**config.mk**
```make
export PLATFORM = sky130hd
export DESIGN_NAME = instr_decode_stage
export DESIGN_NICKNAME = d
export VERILOG_FILES = /design/src/rtl/instr_decode_stage.sv
export SDC_FILE = /design/constraint.sdc
export NUM_CORES = 1
export LEC_CHECK = 0
export ABC_AREA = 1
export CAP_MARGIN = 30
export CORE_UTILIZATION = 40
export CTS_CLUSTER_SIZE = 10
export DETAILED_ROUTE_END_ITERATION = 8
export PLACE_DENSITY = 0.61
export SETUP_SLACK_MARGIN = 0.1
export SYNTH_ARGS = -nofsm -noshare
export SYNTH_HDL_FRONTEND = slang
export SYNTH_SLANG_ARGS = --single-unit
```
**constraint.sdc**
```tcl
create_clock -name clk -period 3.03 [get_ports clk]
set_clock_uncertainty 0.1 [all_clocks]
set_input_delay 0.606 -clock clk [delete_from_list [all_inputs] [get_ports clk]]
set_output_delay 0.606 -clock clk [all_outputs]
set_load 0.02 [all_outputs]
```
**src/rtl/instr_decode_stage.sv**
```systemverilog
// Registered, handshaked instruction-decode stage: assembles opcode + immediate
// bytes from the program-memory stream and emits one decoded record per instruction.
module instr_decode_stage #(
  parameter int unsigned IMM_BYTES = 1,
  parameter int unsigned DROP_NOOP = 0,
  parameter int unsigned CNT_W     = 16
) (
  input  logic                   clk,
  input  logic                   rst_n,
  input  logic [7:0]             in_data,
  input  logic                   in_valid,
  output logic                   in_ready,
  input  logic                   flush,
  output logic                   out_valid,
  input  logic                   out_ready,
  output logic [22:0]            out_dec,
  output logic [3:0]             out_field,
  output logic [8*IMM_BYTES-1:0] out_imm,
  output logic                   out_has_imm,
  output logic [CNT_W-1:0]       instr_cnt
);

  localparam int unsigned IMM_W = 8 * IMM_BYTES;
  localparam logic [1:0]  LAST_K = 2'(IMM_BYTES - 1);

  typedef enum logic {
    S_OPC,
    S_IMM
  } state_t;

  state_t r_state, w_state_nxt;

  logic [1:0]       r_bcnt;
  logic [22:0]      r_pend_dec;
  logic [3:0]       r_pend_field;
  logic [IMM_W-1:0] r_acc;

  logic             r_out_valid;
  logic [22:0]      r_out_dec;
  logic [3:0]       r_out_field;
  logic [IMM_W-1:0] r_out_imm;
  logic             r_out_has_imm;
  logic [CNT_W-1:0] r_cnt;

  logic             w_in_ready;
  logic             w_in_fire;
  logic             w_out_fire;
  logic             w_is_imm;
  logic             w_is_noop;
  logic             w_last;
  logic [22:0]      w_opc_dec;
  logic [IMM_W-1:0] w_imm_merged;

  logic             w_load;
  logic [22:0]      w_ld_dec;
  logic [3:0]       w_ld_field;
  logic [IMM_W-1:0] w_ld_imm;
  logic             w_ld_has;
  logic             w_start_imm;

  function automatic logic [22:0] f_decode(input logic [7:0] opc);
    logic [4:0] idx;
    case (opc[7:4])
      4'h0:    idx = 5'd0;
      4'h1:    idx = 5'd1 + {3'b000, opc[1:0]};
      4'h2:    idx = 5'd5;
      4'h3:    idx = 5'd6;
      4'h4:    idx = 5'd7;
      4'h5:    idx = 5'd8;
      4'h6:    idx = 5'd9;
      4'h7:    idx = 5'd10;
      4'h8:    idx = 5'd11;
      4'h9:    idx = 5'd12;
      4'hA:    idx = 5'd13;
      4'hB:    idx = 5'd14;
      4'hC:    idx = 5'd15 + {4'b0000, opc[0]};
      4'hD:    idx = 5'd17;
      4'hE:    idx = 5'd18;
      default: idx = 5'd19 + {3'b000, opc[1:0]};
    endcase
    return 23'(1) << idx;
  endfunction

  function automatic logic f_imm_class(input logic [3:0] hi);
    return (hi == 4'h3) || (hi == 4'h5) || (hi == 4'h7) ||
           (hi == 4'hE) || (hi == 4'hF);
  endfunction

  assign w_in_ready = rst_n && !flush && (!r_out_valid || out_ready);
  assign w_in_fire  = in_valid && w_in_ready;
  assign w_out_fire = r_out_valid && out_ready;
  assign w_is_imm   = f_imm_class(in_data[7:4]);
  assign w_is_noop  = (in_data[7:4] == 4'h0);
  assign w_last     = (r_bcnt == LAST_K);
  assign w_opc_dec  = f_decode(in_data);

  // Partial immediate with the incoming byte dropped into lane r_bcnt.
  always_comb begin
    w_imm_merged = r_acc;
    for (int unsigned k = 0; k < IMM_BYTES; k++) begin
      if (r_bcnt == 2'(k)) begin
        w_imm_merged[8*k +: 8] = in_data;
      end
    end
  end

  always_ff @(posedge clk or negedge rst_n) begin
    if (!rst_n) begin
      r_state <= S_OPC;
    end else begin
      r_state <= w_state_nxt;
    end
  end

  always_comb begin
    w_state_nxt = r_state;
    if (flush) begin
      w_state_nxt = S_OPC;
    end else if (w_in_fire) begin
      case (r_state)
        S_OPC:   if (w_is_imm) w_state_nxt = S_IMM;
        S_IMM:   if (w_last)   w_state_nxt = S_OPC;
        default: w_state_nxt = S_OPC;
      endcase
    end
  end

  always_comb begin
    w_load      = 1'b0;
    w_ld_dec    = '0;
    w_ld_field  = '0;
    w_ld_imm    = '0;
    w_ld_has    = 1'b0;
    w_start_imm = 1'b0;
    if (w_in_fire) begin
      if (r_state == S_OPC) begin
        if (w_is_imm) begin
          w_start_imm = 1'b1;
        end else if (!((DROP_NOOP != 0) && w_is_noop)) begin
          w_load     = 1'b1;
          w_ld_dec   = w_opc_dec;
          w_ld_field = in_data[3:0];
        end
      end else if (w_last) begin
        w_load     = 1'b1;
        w_ld_dec   = r_pend_dec;
        w_ld_field = r_pend_field;
        w_ld_imm   = w_imm_merged;
        w_ld_has   = 1'b1;
      end
    end
  end

  always_ff @(posedge clk or negedge rst_n) begin
    if (!rst_n) begin
      r_bcnt       <= '0;
      r_pend_dec   <= '0;
      r_pend_field <= '0;
      r_acc        <= '0;
    end else if (flush) begin
      r_bcnt <= '0;
    end else if (w_start_imm) begin
      r_bcnt       <= '0;
      r_pend_dec   <= w_opc_dec;
      r_pend_field <= in_data[3:0];
      r_acc        <= '0;
    end else if (w_in_fire && (r_state == S_IMM)) begin
      r_bcnt <= w_last ? 2'd0 : r_bcnt + 2'd1;
      r_acc  <= w_imm_merged;
    end
  end

  // flush never coincides with w_load because in_ready is low under flush.
  always_ff @(posedge clk or negedge rst_n) begin
    if (!rst_n) begin
      r_out_valid   <= 1'b0;
      r_out_dec     <= '0;
      r_out_field   <= '0;
      r_out_imm     <= '0;
      r_out_has_imm <= 1'b0;
    end else begin
      if (flush) begin
        r_out_valid <= 1'b0;
      end else if (w_load) begin
        r_out_valid <= 1'b1;
      end else if (w_out_fire) begin
        r_out_valid <= 1'b0;
      end
      if (w_load) begin
        r_out_dec     <= w_ld_dec;
        r_out_field   <= w_ld_field;
        r_out_imm     <= w_ld_imm;
        r_out_has_imm <= w_ld_has;
      end
    end
  end

  always_ff @(posedge clk or negedge rst_n) begin
    if (!rst_n) begin
      r_cnt <= '0;
    end else if (w_out_fire) begin
      r_cnt <= r_cnt + CNT_W'(1);
    end
  end

  assign in_ready    = w_in_ready;
  assign out_valid   = r_out_valid;
  assign out_dec     = r_out_dec;
  assign out_field   = r_out_field;
  assign out_imm     = r_out_imm;
  assign out_has_imm = r_out_has_imm;
  assign instr_cnt   = r_cnt;

endmodule

```
# Yosys cells after proc, flatten, opt, wreduce, memory -nomap -nowiden
# Cells that the tools add are included.
# totals
ff_bits	91
latch_bits	0
mem_bits_rw	0
mem_bits_ro	0
inputBits	13
out_inout_bits	54
wordCells	89
memories	0
# classes
add_sub_neg	5
n_mul	0
div	0
order_cmp	0
n_eq_ne	15
n_shift	1
n_mux	35
bitwise	2
n_reduce_logical	20
# op_table
operator	count
two-way mux 23 bit	4
case mux 5 bit (15 select lines)	1
two-way mux 8 bit	6
== test 4 bit, second input constant	8
left shift 1 x 5 -> 23 bit, first input constant	1
adder 16 x 1 -> 16 bit, second input constant	1
== test 4 x 3 -> 1 bit, second input constant	4
two-way mux 4 bit	4
two-way mux 1 bit	15
== test 4 x 2 -> 1 bit, second input constant	2
two-way mux 2 bit	4
nonzero test 3 bit	2
adder 4 x 1 -> 5 bit, first input constant	1
adder 5 x 2 -> 5 bit, first input constant	1
logical AND 1 bit	5
logical OR 1 bit	5
== test 4 x 1 -> 1 bit, second input constant	1
zero test 4 bit	1
AND reduction 2 bit	2
nonzero test 2 bit	2
adder 1 x 2 -> 3 bit, first input constant	1
adder 2 x 1 -> 2 bit, second input constant	1
zero test 1 bit	2
zero test 2 bit	1
other kinds (2)	3

# Depth between registers and ports, before layout
# depth
word_depth	10
depth_mapped	12
ltp_nobuf	11

# Worst setup path before layout
# Ideal clock, no wire load.
# synth_timing
path_kind	in2reg
startpoint	input flush
endpoint	register r_out_imm[3] (netlist: out_imm[3])
setup_ps	122
arrival_time_ps	1793
required_time_ps	2808
path_slack_ps	1016
cell_stages	10
n_path_buf	1
path_cell_list	inv_1 > nand2_1 > nor2_2 > nand2_2 > inv_2 > nand2_2 > o21ai_2 > inv_2 > buf_2 > a32o_1
# synth_between
elab_chain_cells	5
word_cells_on_any_way	6
cone_classes	mux (2); reduce/logical (4)
# synth_lines
element	line	text
from (decl)	13	input logic flush,
zero test 1 bit (*)	89	assign w_in_ready = rst_n && !flush && (!r_out_valid || out_ready);
logical AND 1 bit (*) (2 in series)	89	
named net in_ready	12	output logic in_ready,
logical AND 1 bit (*)	90	assign w_in_fire = in_valid && w_in_ready;
two-way mux 8 bit / two-way mux 1 bit (equally long branches)	135	if (w_in_fire) begin
to (signal assigned)	192	r_out_imm <= w_ld_imm;
to (decl)	41	logic [IMM_W-1:0] r_out_imm;
# The timed path passes the listed nets; every way through them passes the cells marked *.
# A chain may end at the register's enable or synchronous reset.

# Worst setup path in the final report
# layout_timing
startpoint	input flush
endpoint	output in_ready
# layout_between
elab_chain_cells	3
# layout_lines
element	line
zero test 1 bit	89
logical AND 1 bit (2 in series)	89
to (decl)	12
# Every way passes these cells.

==> out/metrics.csv <==
metric,value,unit
Syn Std Cell Area,3770,um^2
VDD IR max,0.364,mV
clock root buffer,clkbuf_8,
synth warn,0,
GRT busiest layer,met2,
die area,9820,um^2
routed length per placed instance,14.6,um
switching pwr,1.02,mW
CP arrival,1.98,ns
CP required,2.32,ns
CTS resizes,0,
GR Layer Usage met2,29.5,%
Avg Inst Size Synth,8.92,um^2
# fillers,878,
most frequent cells in the layout,"dfrtp_1 (83), nand2_1 (75), clkdlybuf4s50_1 (65), nor2_1 (50), inv_1 (44)",
number of synthesized flops with an enable pin,0,
Synth async-reset ratio,100,%
Synth cell types,31,
placement-stage cell area,4580,um^2
"Hold-fix buffers, CTS",0,
DR vias,3050,
worst slew pin tran,0.698,ns
Core Region,9200,um^2
CP Capture Type,primary output,
Syn Inst Count,423,
grt total ovfl,0,
# setup viols final,0,
number of H-tree levels,3,
Post-Place Cells,592,
nets,510,
Power Dens Cells,639,nW/um^2
GRT Util Overall,19.3,%
"Seq/Total Area, Yosys",55.1,%
Post CTS Setup Buffer Count,0,
post-DP HPWL,6.26,mm
max-cap viol count,0,
Fin Setup TNS,0,ns
TritonCTS Buffers,9,
met3 usage,3.30,%
FP Rows,35,
post-route design area,4760,um^2
Placer Congestion,0.878,
n_diodes,0,
Die Height,99.1,um
Reg2Reg Depth,9,
vias in the first global route,2997,
Die Wd,99.1,um
First DRT Iteration DRCs,133,
final hold vios,0,
Via density,5.02,
final cell count without fillers,608,
Yosys top cell by area,dfrtp_1,
Port Buffer Count,66,
first-pass GRT wire length,14.9,mm
leak pwr,2.26,nW
Clk pwr share,24.7,%
Worst Setup Start Kind,input port,
r2r startpoint,r_bcnt[1],
drt drc,0,
TritonCTS clock tree,built,
CP Class,in -> out,
crit-path max FO,3,
min Tclk post-route,2.69,ns
Post-synth top flop,dfrtp_1,
pins over their slew limit,0,
fraction of layout cells with a size suffix above 1,9.26,%
P&R area growth vs syn,26.2,%
number of antenna violations at the first check in global routing,0,
RSZ-0062 raised after global routing,no,
main area contributors after synthesis,"dfrtp_1 (55%), nand2_1 (7.5%), nor2_1 (5.0%)",
I/O pin cnt,67,
syn nets,441,
reg2reg end,out_dec[0],
status,"complete, no violations",
"commonest non-fill, non-tap cell in the layout",dfrtp_1,
Switching Share,33.6,%
met1 Track Usage GR,28.5,%
worst hold slack,0.125,ns
Hold Crit Class,in -> async,
post-route antenna net violation count,0,
drt first pass iters,4,
Worst slew margin,53.5,%
sequential power share,47.6,%
post-synth top area share,55.1,%
Initial Util,41.0,%
P_int,2.02,mW
final WL,8.89,mm
R2R setup slack,0.83,ns
Comb power frac,27.8,%
#FFs+latches synth,83,
Longest Clk Path Bufs,2,
Max Clk Rate,372,MHz
period utilisation layout,88.7,%
CTS Sinks,83,
largest net degree at the start of global routing,68,
worst skew pair latency,0.35,ns
Clock transition at path regs,0.09,ns
-- worst max-delay path by stage --
stage	startpoint	endpoint	slack, ns	cells after the start
floorplan	flush	out_imm[3]	1.02	10
global placement	in_data[0]	out_dec[4]	0.23	10
detailed placement	in_data[0]	out_dec[4]	0.24	10
CTS	flush	in_ready	0.34	5
global route	flush	in_ready	0.24	5
finish	flush	in_ready	0.34	5
-- logic make-up (layout without fill, tap and decap cells) --
logic type,Yosys count,in the layout,share of synthesized area [%]
xor+xnor,15,15,3.48
fa+ha+maj,5,5,1.66
flops,83,83,55.1
buf+inv,66,140,7.16
simple gates,185,185,21.9
compound gates,68,68,10.5
mux,1,1,0.298
-- layout make-up --
cell class	instances	area, um^2	area share [%]
flip-flops and latches	83	2080	43.6
clock buffers	10	138	2.89
inverters	51	191	4.02
repair buffers	73	743	15.6
multi-input cells	274	1430	29.9
well taps	111	139	2.92
clock inverters	6	47.5	0.999
-- metal layers --
layer | wire [um] | vias up
met5 | 0 | -
met1 | 4340 | 1452
met4 | 93 | 0
met2 | 4050 | 72
met3 | 403 | 9
li1 | - | 1517
-- cell usage after synthesis, types with 2 or more instances --
master	number
buf_2	9
clkbuf_1	2
o21a_1	3
nor3_1	3
o31ai_1	3
nor2_1	50
o221ai_1	3
nand2_2	6
inv_2	7
o21ai_1	6
nand4_1	12
nor2_4	2
dfrtp_1	83
nand3b_1	2
ha_1	5
xnor2_1	5
nand3_1	29
nor2_2	4
buf_4	3
o21ai_0	19
a32o_1	3
inv_1	44
a22oi_1	4
a21oi_1	26
nand2_1	75
xor2_1	10
-- power groups by stage --
stage / logic [mW] / registers, mW / clock network (mW)
floorplan: 0.291 / 1.61 / 0
global placement: 0.833 / 1.47 / 0
detailed placement: 0.853 / 1.46 / 0
CTS: 0.856 / 1.45 / 0.769
global route: 0.931 / 1.47 / 0.820
finish: 0.845 / 1.45 / 0.751
-- stage by stage --
step	total power, mW	utilization, %	worst slack [ns]
finish	3.04	51.8	0.342
global route	3.22	51.8	0.237
CTS	3.07	51.8	0.339
detailed placement	2.32	49.8	0.243
global placement	2.30	49.5	0.233
floorplan	1.90	-	1.02
-- registers in the layout (all words and copies together) (netlist names), 2 cells and up --
name,count
out_dec,23
r_pend_field,4
r_bcnt,2
instr_cnt,16
out_imm,8
out_field,4
r_pend_dec,23
-- worst max-delay path, cell delays in order --
cell and delay, ns:
clkdlybuf4s50_1 0.44, inv_1 0.12, nand2_1 0.07, nor2_2 0.13, clkdlybuf4s50_1 0.61
Note: power is estimated with default switching activity, not from simulation.
==> edit: new RTL, same settings <==
Set the parameter `CNT_W` to 32 (it was 16).
--- a/src/rtl/instr_decode_stage.sv
+++ b/src/rtl/instr_decode_stage.sv
@@ -5,3 +5,3 @@
   parameter int unsigned DROP_NOOP = 0,
-  parameter int unsigned CNT_W     = 16
+  parameter int unsigned CNT_W     = 32
 ) (
Interface: changed (resized instr_cnt); port bits go from 67 to 83. The function was not compared with the original's and may differ.
==> edit against the original RTL <==
  * Utilization increased by 0.68 points
  * Power increased by 22%
  * Non-clock buffer count increased by 18
  * Clock power increased by 41%
  * Cell area increased by 28%
  * Wire length increased by 32%
  * Setup slack improved by 0.037 ns
  * Area after synthesis increased by 29%
  * Sequential cell count increased by 16
  * Worst hold slack improved by 0.043 ns
  * Via count increased by 34%
  * Global-route usage increased by 0.77 points
  * First-iteration DRC count increased by 120%
  * The flow now finishes with violations (DRC)
==> edit: results (changes against the original RTL) <==
| Metric | Value |
|---|---|
| Vias per cell | `5.078 (was 5.016)` |
| First drt pass iteration count | `9 (was 4)` |
| WP data arrival | `1.94 ns (was 1.98 ns)` |
| Worst-Margin Slew | `0.8921 ns (was 0.6979 ns)` |
| GR Util met1 | `0.3016 (was 0.2851)` |
| M1 wire length | `5.935 mm (was 4.340 mm)` |
| Clock transition at path regs | `0.06 ns (was 0.09 ns)` |
| DRT iter0 DRCs | `287 (was 133)` |
| Initial antenna violation count | `0 (unchanged)` |
| Dpl ws | `0.2809 ns (was 0.2427 ns)` |
| Synth cell types | `33 (was 31)` |
| Fillers | `1,122 (was 878)` |
| Outcome | `complete, but fails checks (was finished, final reports clean)` |
| Hpwl dp | `8.509 mm (was 6.256 mm)` |
| Reg2reg end | `out_dec[2] (was out_dec[0])` |
| Failing checks | `DRC` |
| R2r setup slk | `0.88 ns (was 0.83 ns)` |
| Vias in the first global route | `3,868 (was 2,997)` |
| N_diodes | `0 (unchanged)` |
| Post-synth net total | `593 (was 441)` |
| Internal power | `2.536 mW (was 2.021 mW)` |
| Met3 usage | `0.03240 (was 0.03303)` |
| Port Buf Inserts | `82 (was 66)` |
| Largest net degree at the start of global routing | `73 (was 68)` |
| Crit path from | `flush (unchanged)` |
| Number of nets in the layout | `676 (was 510)` |
| WL met3 | `533 um (was 403 um)` |
| Clock root buffer | `clkbuf_16 (was clkbuf_8)` |
| WL/cell | `14.61 um (about the same)` |
| Synth top cells by count | `129 x nand2_1, 99 x dfrtp_1, 63 x nor2_1 (was 83 x dfrtp_1, 75 x nand2_1, 50 x nor2_1)` |
| Total length of routed met2 wires | `5.089 mm (was 4.047 mm)` |
| DRC errors left | `5 (was 0)` |
| Placer Congestion | `0.9131 (was 0.8776)` |
| Ratio of cells with drive above 1 in the final layout | `0.09394 (was 0.09256)` |
| Global-route wire length before repair | `19.77 mm (was 14.89 mm)` |
| Area contributors post-synth | `dfrtp_1 51%, nand2_1 10%, nor2_1 4.9% (was dfrtp_1 55%, nand2_1 7.5%, nor2_1 5.0%)` |
| Leak | `2.781 nW (was 2.264 nW)` |
| Seq/Total Area, Yosys | `0.5094 (was 0.5506)` |
| Worst setup margin | `0.3792 ns (was 0.3418 ns)` |
| VDD IR max | `332.5 uV (was 363.6 uV)` |
| Crit path to | `in_ready (unchanged)` |
| GRT met2 Usage | `0.2899 (was 0.2948)` |
| Total Routing Usage GR | `0.2009 (was 0.1932)` |
[edit: cell count changes in the layout (fill, tap and decap cells not counted), sizes merged, moves of 3 or more]
cell	change
nand2	+61
o21ai	+3
nand3	+4
inv	+7
nor3	+14
nor2	+22
dfrtp	+16
clkdlybuf4s50	+16
xnor2	+4
o31ai	+3
a21oi	+4
xor2	+9
[edit: cell families after synthesis]
| kind of cell | count (synthesis) | share of synthesized area |
|---|---|---|
| AND/OR/NAND/NOR | 285 | 0.2665 |
| buffers and inverters | 82 | 0.06998 |
| adder cells (fa/ha/maj) | 5 | 0.01286 |
| AO/OA/AOI/OAI | 76 | 0.09081 |
| XOR/XNOR | 28 | 0.05043 |
| flip-flops | 99 | 0.5094 |
[edit: layout make-up]
cell class | count | share of cell area
tap | 143 | 0.02938
clock buffer | 11 | 0.04150
multi-input combinational | 394 | 0.3359
clock inverter | 2 | 0.002260
inverter | 63 | 0.03883
sequential | 99 | 0.4067
timing repair buffer | 91 | 0.1454
[edit: stage by stage]
| step | cell area [um2] | cells | hold WS (ns) | util |
|---|---|---|---|---|
| floorplan | 4863 | 575 | 0.2104 | - |
| global placement | 5824 | 790 | 0.3585 | 0.5015 |
| detailed placement | 5824 | 790 | 0.3663 | 0.5015 |
| CTS | 6091 | 803 | 0.1768 | 0.5245 |
| global route | 6091 | 803 | 0.2033 | 0.5245 |
| finish | 6091 | 803 | 0.1677 | 0.5245 |
[edit: power by group through the flow]
| stage | logic [mW] | clock network (mW) | registers, mW |
|---|---|---|---|
| 6_report | 0.942 | 1.06 | 1.70 |
| 5_1_grt | 1.03 | 1.15 | 1.73 |
| 4_1_cts | 0.953 | 1.08 | 1.70 |
| 3_5_place_dp | 0.948 | 0 | 1.72 |
| 3_3_place_gp | 0.939 | 0 | 1.72 |
| 2_1_floorplan | 0.344 | 0 | 1.86 |
